--- config.mk ---
export PLATFORM = sky130hd
export DESIGN_NAME = iic_reg_ctrl
export DESIGN_NICKNAME = d
export VERILOG_FILES = /design/src/rtl/iic_reg_ctrl.sv
export SDC_FILE = /design/constraint.sdc
export NUM_CORES = 1
export LEC_CHECK = 0
export BUFFER_PORTS_ARGS = -buffer_cell sky130_fd_sc_hd__buf_2
export CORE_UTILIZATION = 55
export CTS_CLUSTER_DIAMETER = 100
export DETAILED_ROUTE_END_ITERATION = 16
export PLACE_DENSITY = 0.87
export SETUP_SLACK_MARGIN = 0.02
export SYNTH_ARGS = -nofsm -noshare
export SYNTH_HDL_FRONTEND = slang
export SYNTH_SLANG_ARGS = --single-unit
export TNS_END_PERCENT = 1
--- constraint.sdc ---
create_clock -name clk -period 1.92 [get_ports clk]
set_clock_uncertainty 0.05 [all_clocks]
set_input_delay 0.096 -clock clk [delete_from_list [all_inputs] [get_ports clk]]
set_output_delay 0.096 -clock clk [all_outputs]
set_load 0.02 [all_outputs]
--- src/rtl/iic_reg_ctrl.sv ---
// Register-access sequencer for an IIC byte master: turns one register read/write
// command into the start / address / register / data / repeated-start byte sequence.
module iic_reg_ctrl #(
  parameter int TIMEOUT_CYC = 2000000
) (
  input  logic       clk,
  input  logic       rstn,
  input  logic       cmd_valid,
  output logic       cmd_ready,
  input  logic       cmd_rw,
  input  logic [6:0] cmd_dev,
  input  logic [7:0] cmd_reg,
  input  logic [7:0] cmd_wdata,
  output logic       rsp_valid,
  output logic [7:0] rsp_rdata,
  output logic [1:0] rsp_err,
  output logic [7:0] m_data_in,
  output logic       m_start_flag,
  output logic       m_continue_flag,
  input  logic [7:0] m_data_out,
  input  logic       m_byte_done,
  input  logic       m_ack_check,
  input  logic       m_ack_check_vd,
  input  logic       m_trans_done,
  output logic [3:0] dbg_state_o
);

  typedef enum logic [3:0] {
    IDLE      = 4'd0,
    LAUNCH    = 4'd1,
    ADDR_W    = 4'd2,
    REG       = 4'd3,
    WDATA     = 4'd4,
    ADDR_R    = 4'd5,
    RDATA     = 4'd6,
    WAIT_STOP = 4'd7,
    RESP      = 4'd8
  } state_t;

  localparam logic [1:0] ERR_OK   = 2'd0;
  localparam logic [1:0] ERR_NACK = 2'd1;
  localparam logic [1:0] ERR_TMO  = 2'd2;

  localparam int CNT_W = (TIMEOUT_CYC > 1) ? $clog2(TIMEOUT_CYC) : 1;
  localparam logic [CNT_W-1:0] CNT_MAX = CNT_W'(TIMEOUT_CYC - 1);

  state_t           state_q, state_d;
  logic             ready_q, ready_d;
  logic             rw_q, rw_d;
  logic [6:0]       dev_q, dev_d;
  logic [7:0]       reg_q, reg_d;
  logic [7:0]       wdata_q, wdata_d;
  logic [7:0]       data_q, data_d;
  logic             start_q, start_d;
  logic             cont_q, cont_d;
  logic [1:0]       err_q, err_d;
  logic [1:0]       rsp_err_q, rsp_err_d;
  logic             rsp_valid_q, rsp_valid_d;
  logic [7:0]       rdata_q, rdata_d;
  logic [CNT_W-1:0] cnt_q, cnt_d;

  logic nack;
  logic busy;

  assign nack = m_ack_check_vd & ~m_ack_check;
  assign busy = (state_q != IDLE) && (state_q != RESP);

  always_comb begin
    state_d     = state_q;
    rw_d        = rw_q;
    dev_d       = dev_q;
    reg_d       = reg_q;
    wdata_d     = wdata_q;
    data_d      = data_q;
    start_d     = start_q;
    cont_d      = cont_q;
    err_d       = err_q;
    rsp_err_d   = rsp_err_q;
    rsp_valid_d = 1'b0;
    rdata_d     = rdata_q;
    cnt_d       = cnt_q;

    if (busy) begin
      cnt_d = (m_byte_done || m_trans_done) ? '0 : cnt_q + CNT_W'(1);
    end

    case (state_q)
      IDLE: begin
        if (cmd_valid && ready_q) begin
          rw_d    = cmd_rw;
          dev_d   = cmd_dev;
          reg_d   = cmd_reg;
          wdata_d = cmd_wdata;
          data_d  = {cmd_dev, 1'b0};
          start_d = 1'b1;
          cont_d  = 1'b1;
          err_d   = ERR_OK;
          cnt_d   = '0;
          state_d = LAUNCH;
        end
      end
      LAUNCH: begin
        start_d = 1'b0;
        state_d = ADDR_W;
      end
      ADDR_W, REG, WDATA, ADDR_R: begin
        // A NACK ends the transfer even when byte_done arrives in the same cycle.
        if (nack) begin
          err_d   = ERR_NACK;
          start_d = 1'b0;
          cont_d  = 1'b0;
          state_d = WAIT_STOP;
        end else if (m_byte_done) begin
          case (state_q)
            ADDR_W: begin
              data_d  = reg_q;
              state_d = REG;
            end
            REG: begin
              if (rw_q) begin
                data_d  = {dev_q, 1'b1};
                start_d = 1'b1;
                cont_d  = 1'b1;
                state_d = ADDR_R;
              end else begin
                data_d  = wdata_q;
                cont_d  = 1'b0;
                state_d = WDATA;
              end
            end
            ADDR_R: begin
              start_d = 1'b0;
              cont_d  = 1'b0;
              state_d = RDATA;
            end
            default: state_d = WAIT_STOP;
          endcase
        end
      end
      RDATA: begin
        if (m_byte_done) begin
          rdata_d = m_data_out;
          state_d = WAIT_STOP;
        end
      end
      WAIT_STOP: begin
        if (m_trans_done) state_d = RESP;
      end
      RESP: begin
        state_d = IDLE;
      end
      default: state_d = IDLE;
    endcase

    // Stalled master: abandon the transfer; any read byte caught this cycle is discarded.
    if (busy && (cnt_q == CNT_MAX)) begin
      err_d   = ERR_TMO;
      start_d = 1'b0;
      cont_d  = 1'b0;
      rdata_d = rdata_q;
      state_d = RESP;
    end

    if ((state_d == RESP) && (state_q != RESP)) begin
      rsp_valid_d = 1'b1;
      rsp_err_d   = err_d;
    end
  end

  assign ready_d = (state_d == IDLE);

  always_ff @(posedge clk) begin
    if (!rstn) begin
      state_q     <= IDLE;
      ready_q     <= 1'b0;
      rw_q        <= 1'b0;
      dev_q       <= '0;
      reg_q       <= '0;
      wdata_q     <= '0;
      data_q      <= '0;
      start_q     <= 1'b0;
      cont_q      <= 1'b0;
      err_q       <= ERR_OK;
      rsp_err_q   <= ERR_OK;
      rsp_valid_q <= 1'b0;
      rdata_q     <= '0;
      cnt_q       <= '0;
    end else begin
      state_q     <= state_d;
      ready_q     <= ready_d;
      rw_q        <= rw_d;
      dev_q       <= dev_d;
      reg_q       <= reg_d;
      wdata_q     <= wdata_d;
      data_q      <= data_d;
      start_q     <= start_d;
      cont_q      <= cont_d;
      err_q       <= err_d;
      rsp_err_q   <= rsp_err_d;
      rsp_valid_q <= rsp_valid_d;
      rdata_q     <= rdata_d;
      cnt_q       <= cnt_d;
    end
  end

  // cmd_valid/cmd_ready: a command transfers on a rising edge where both are high;
  // rsp_valid is a single-cycle pulse with no back-pressure.
  assign cmd_ready       = ready_q;
  assign rsp_valid       = rsp_valid_q;
  assign rsp_err         = rsp_err_q;
  assign rsp_rdata       = rdata_q;
  assign m_data_in       = data_q;
  assign m_start_flag    = start_q;
  assign m_continue_flag = cont_q;
  assign dbg_state_o     = state_q;

endmodule

# After elaboration in Yosys (flattened, before gate mapping)
# Cells that the tools add are included.
[word_totals]
ff_bits = 73
in_bits = 39
out_inout_bits = 26
wordCells = 88
[classes]
n_addsub = 1
n_eq_ne = 17
n_mux = 35
bitwise_logic = 4
reduce_logical = 17
[op_table]
columns = ["operator", "n"]
rows = [
  ["2-to-1 mux 21 bit", 4],
  ["2-to-1 mux 8 bit", 4],
  ["case mux 8 bit (2 select lines)", 2],
  ["2-to-1 mux 4 bit", 6],
  ["adder 21 x 1 -> 21 bit (second input constant)", 1],
  ["== test 21 bit (second input constant)", 1],
  ["case mux 4 bit (5 select lines)", 1],
  ["== test 4 x 3 -> 1 bit (second input constant)", 4],
  ["!= test 4 bit (second input constant)", 3],
  ["AND reduction 5 bit", 2],
  ["2-to-1 mux 1 bit", 9],
  ["case mux 3 bit (3 select lines)", 1],
  ["== test 4 x 2 -> 1 bit (second input constant)", 2],
  ["zero test 4 bit", 2],
  ["2-to-1 mux 2 bit", 3],
  ["!= test 2 bit (second input constant)", 3],
  ["!= test 3 bit (second input constant)", 2],
  ["case mux 1 bit (2 select lines)", 3],
  ["== test 4 x 1 -> 1 bit (second input constant)", 1],
  ["== test 4 bit (second input constant)", 1],
  ["logical AND 1 bit", 4],
  ["case mux 2 bit (2 select lines)", 1],
  ["AND reduction 4 bit", 1],
  ["nonzero test 4 bit", 1],
  ["other kinds (10)", 12],
]

# Logic depth before layout (Yosys ltp)
[depth]
word_depth = 9
mapped_depth = 7

# Worst setup path before layout
# No wires, ideal clock.
[synth_path]
path_kind = "register -> register"
startpoint = "register state_q[2] (netlist: dbg_state_o[2])"
endpoint = "register cont_q (netlist: m_continue_flag)"
setup_ps = 70
arrival_ps = 1706
t_required_ps = 1800
setup_slack_ps = 94
path_stages_with_launch = 8
path_buffers = 2
path_cell_list = "dfxtp_1 -> buf_4 -> xnor2_2 -> or2_1 -> buf_2 -> nor2_1 -> or4_1 -> a21oi_1"
[synth_between]
elab_chain_cells = 5
word_cells_on_any_way = 20
[synth_lines]
columns = ["element", "line_no", "text"]
rows = [
  ["start: declaration", "47", "state_t state_q, state_d;"],
  ["start signal: assignment", "189", "state_q <= state_d;"],
  ["== test 4 x 3 -> 1 bit / == test 4 x 2 -> 1 bit (equally long branches)", "87, 114", ""],
  ["case mux 1 bit (2 select lines)", "114", "case (state_q)"],
  ["2-to-1 mux 1 bit", "113", "end else if (m_byte_done) begin"],
  ["2-to-1 mux 1 bit", "108", "if (nack) begin"],
  ["case mux 1 bit (2 select lines)", "87", "case (state_q)"],
  ["end signal: assignment", "197", "cont_q <= cont_d;"],
  ["end: declaration", "55", "logic cont_q, cont_d;"],
]
# Several ways; a longest one is shown, not always the timed one. The select of a mux whose other input is x is not followed.
# A chain may end at the register's enable or synchronous reset.

# Worst setup path in the final report
[layout_path]
startpoint = "register cnt_q[8]"
endpoint = "register cnt_q[15]"
[layout_between]
elab_chain_cells = 5
[layout_lines]
columns = ["element", "line_no", "text"]
rows = [
  ["start: declaration", "60", "logic [CNT_W-1:0] cnt_q, cnt_d;"],
  ["start signal: assignment", "202", "cnt_q <= cnt_d;"],
  ["adder 21 x 1 -> 21 bit (*)", "84", "cnt_d = (m_byte_done || m_trans_done) ? '0 : cnt_q + CNT_W'(1);"],
  ["2-to-1 mux 21 bit (*)", "84", ""],
  ["2-to-1 mux 21 bit (*)", "83", "if (busy) begin"],
  ["2-to-1 mux 21 bit", "89", "if (cmd_valid && ready_q) begin"],
  ["2-to-1 mux 21 bit (*)", "87", ""],
]
# Every way passes the cells marked *; elsewhere a longest branch is shown, timed or not.

==> reports/metrics.csv <==
metric;value;unit
use_met3;6.85;%
synthAdderAreaFrac;0.364;%
die_w;81.0;um
antenna_cells;0;
dpl.hpwl;5560;um
synthArstFlopShare;0;%
postPlaceCellArea;3980;sq um
worst_slew_pin_slew;0.566;ns
worst-r2r-cell-count;5;
h-tree-depth;3;
clkTransAtPathRegs;0.08;ns
regArea;1470;sq um
cts.root.buffer_cell;clkbuf_8;
multi_input_area;1880;sq um
die_area;6570;sq um
yosys.area_share.simple;27.9;%
synth_nets;443;
muxShareOfSynthArea;4.66;%
avgSynthCellArea;8.53;sq um
netlist_instances;403;
ys_seq_area_share;42.5;%
routed_via_density;5.63;
grt_usage;29.8;%
num_rows;28;
area_delta_synth_final;30.8;%
worstSkewPairLatency;0.35;ns
ant_nets;0;
wirelength;9310;um
top_usage_layer;met2;
cts_setup_buffers;0;
yosys_warnings;0;
outcome;complete, no violations;
cp.arrival;2.00;ns
met2_usage;51.7;%
fin_crit;1.80;ns
fin_tns_setup;0;ns
grt_setup_unrepaired;yes;
slew_headroom;62.3;%
synth-main-ff-cell;dfxtp_1;
ioPinCount;65;
ys_ff_latch;73;
grt_antenna_before_repair;0;
required;2.12;ns
layout-drive-gt1-share;23.2;%
final-setup-viol-count;0;
design_area;4490;sq um
grt_max_degree;33;
clk_path_buf_depth;2;
cts.sinks;73;
layout_common_cells;95 x nand2_1, 70 x dfxtp_1, 64 x buf_2;
num_vias;3310;
synth_compound_area_share;15.8;%
drv_slew;0;
route.detailed.drc;0;
setup.worst_path.end_class;flip-flop;
gr-usage-met1;34.7;%
layout_commonest_cell;nand2_1;
yosys.area.top_type;dfxtp_1;
gr-total-overflow;0;
fmax;554;MHz
fin_nets;550;
ys_types;54;
holdPathStages;4;
gp_congestion;0.935;
fill_cells;413;
slowest_delay;0.47;ns
synth_top_family_by_area;simple AND/OR/NAND/NOR gates;
initial_utilization;57.7;%
cpMaxStageDelayCell;or3b_1;
ir_drop;0.000895;V
numCtsBuffers;9;
finalPower;4.61;mW
cp-start-kind;flip-flop;
dieHeight;81.0;um
io_buffers;64;
grt_pass1_vias;3192;
p_leak;1.86;nW
post-route-period-util;94.0;%
post_drt_wl_per_cell;15.8;um
first_pass_iters;4;
hold_viol;0;
core;5960;sq um
synth_edf_count;0;
cp.depth;5;
synth_top_area_share;42.5;%
drt-initial-drc-count;229;
crit_buf_inv;0;
path_cells;and3_1 -> nand4_1 -> or3b_1 -> xor2_1 -> nor2_1;
synthTopCellsByArea;dfxtp_1 43%, nand2_1 10%, a21boi_0 5.2%;
cap_viol_max_count;0;
path_class;flip-flop to flip-flop;
synth-xor-area-share;5.06;%
critical_path.top_delay_family;simple AND/OR/NAND/NOR gates;
p_per_area;1030;nW/um^2
hold_path.class;primary input to flip-flop;
cts_tree;built;
grt_pass1_wl;14600;um
syn_area;3440;sq um
cp_max_fo;8;
routing by layer:
layer	vias to the layer above	wire length, um
met5	-	0
met4	0	231
met3	25	499
met2	123	4770
met1	1547	3810
li1	1615	-
synthesized netlist by cell type (all sizes together) (2+ instances only):
master and number:
or4 2, inv 3, mux2i 16, nor2 32, nand2 95, a21boi 27
nand2b 5, nand4 4, nor4 5, nand3 17, a21oi 8, nor4b 3
o211ai 12, o211a 8, nor2b 6, nor3 5, o21ai 7, xor2 7
or3 4, xnor2 12, and3 5, clkbuf 7, nor3b 4, nand3b 2
buf 17, dfxtp 73
sequential cells by signal (all words and copies together) (netlist names):
register,count
cnt_q,21
m_data_in,8
reg_q,8
rsp_rdata,8
wdata_q,8
dev_q,7
dbg_state_o,4
err_q,2
rsp_err,2
cmd_ready,1
m_continue_flag,1
m_start_flag,1
rsp_valid,1
rw_q,1
logic make-up (layout without fill, tap and decap cells):
family / after synthesis / count (layout)
compound gates: 72 / 72
xor+xnor: 19 / 19
fa+ha+maj: 1 / 1
buf+inv: 27 / 136
flops: 73 / 73
mux: 16 / 16
simple gates: 195 / 196
layout make-up:
type | instances | share of cell area, %
repair buffers | 119 | 19.5
clock buffers | 11 | 3.37
inverters | 3 | 0.251
well taps | 75 | 2.09
multi-input cells | 304 | 41.8
clock inverters | 3 | 0.390
flip-flops and latches | 73 | 32.6
through the flow:
stage | setup WS [ns] | hold WS (ns) | util, % | cells
6_report | 0.115 | 0.101 | 75.5 | 588
5_1_grt | 0.00148 | 0.105 | 75.5 | 588
4_1_cts | 0.0990 | 0.104 | 75.0 | 587
3_5_place_dp | 0.0945 | 0.294 | 66.8 | 541
3_3_place_gp | 0.167 | 0.293 | 66.8 | 541
2_1_floorplan | 0.0942 | 0.181 | - | 403
path summary, 6_finish.rpt:
check / start / end / slack, ns
worst min register to register: dev_q[0] / dev_q[0] / 0.41
worst min-delay path: m_trans_done / cnt_q[1] / 0.10
worst max register to register: cnt_q[8] / cnt_q[15] / 0.12
worst max-delay path: cnt_q[8] / cnt_q[15] / 0.12
repair_timing:
item	4_1_cts	5_1_grt
hold buffers	32	0
endpoints found under the setup margin	0	20
endpoints found under the hold margin	32	0
gates resized for setup	0	5
tightest hold or removal path, cell delays in order:
cell     delay, ns
buf_2         0.13
nor2_1        0.08
nand3_1       0.08
a21oi_1       0.07
report_power, final:
part	switching (mW)	internal, mW	leakage, nW
Combinational	0.952	0.724	1.18
Clock	0.563	0.521	0.0871
Sequential	0.148	1.70	0.593
No activity file was read; power rests on OpenSTA's default activity.
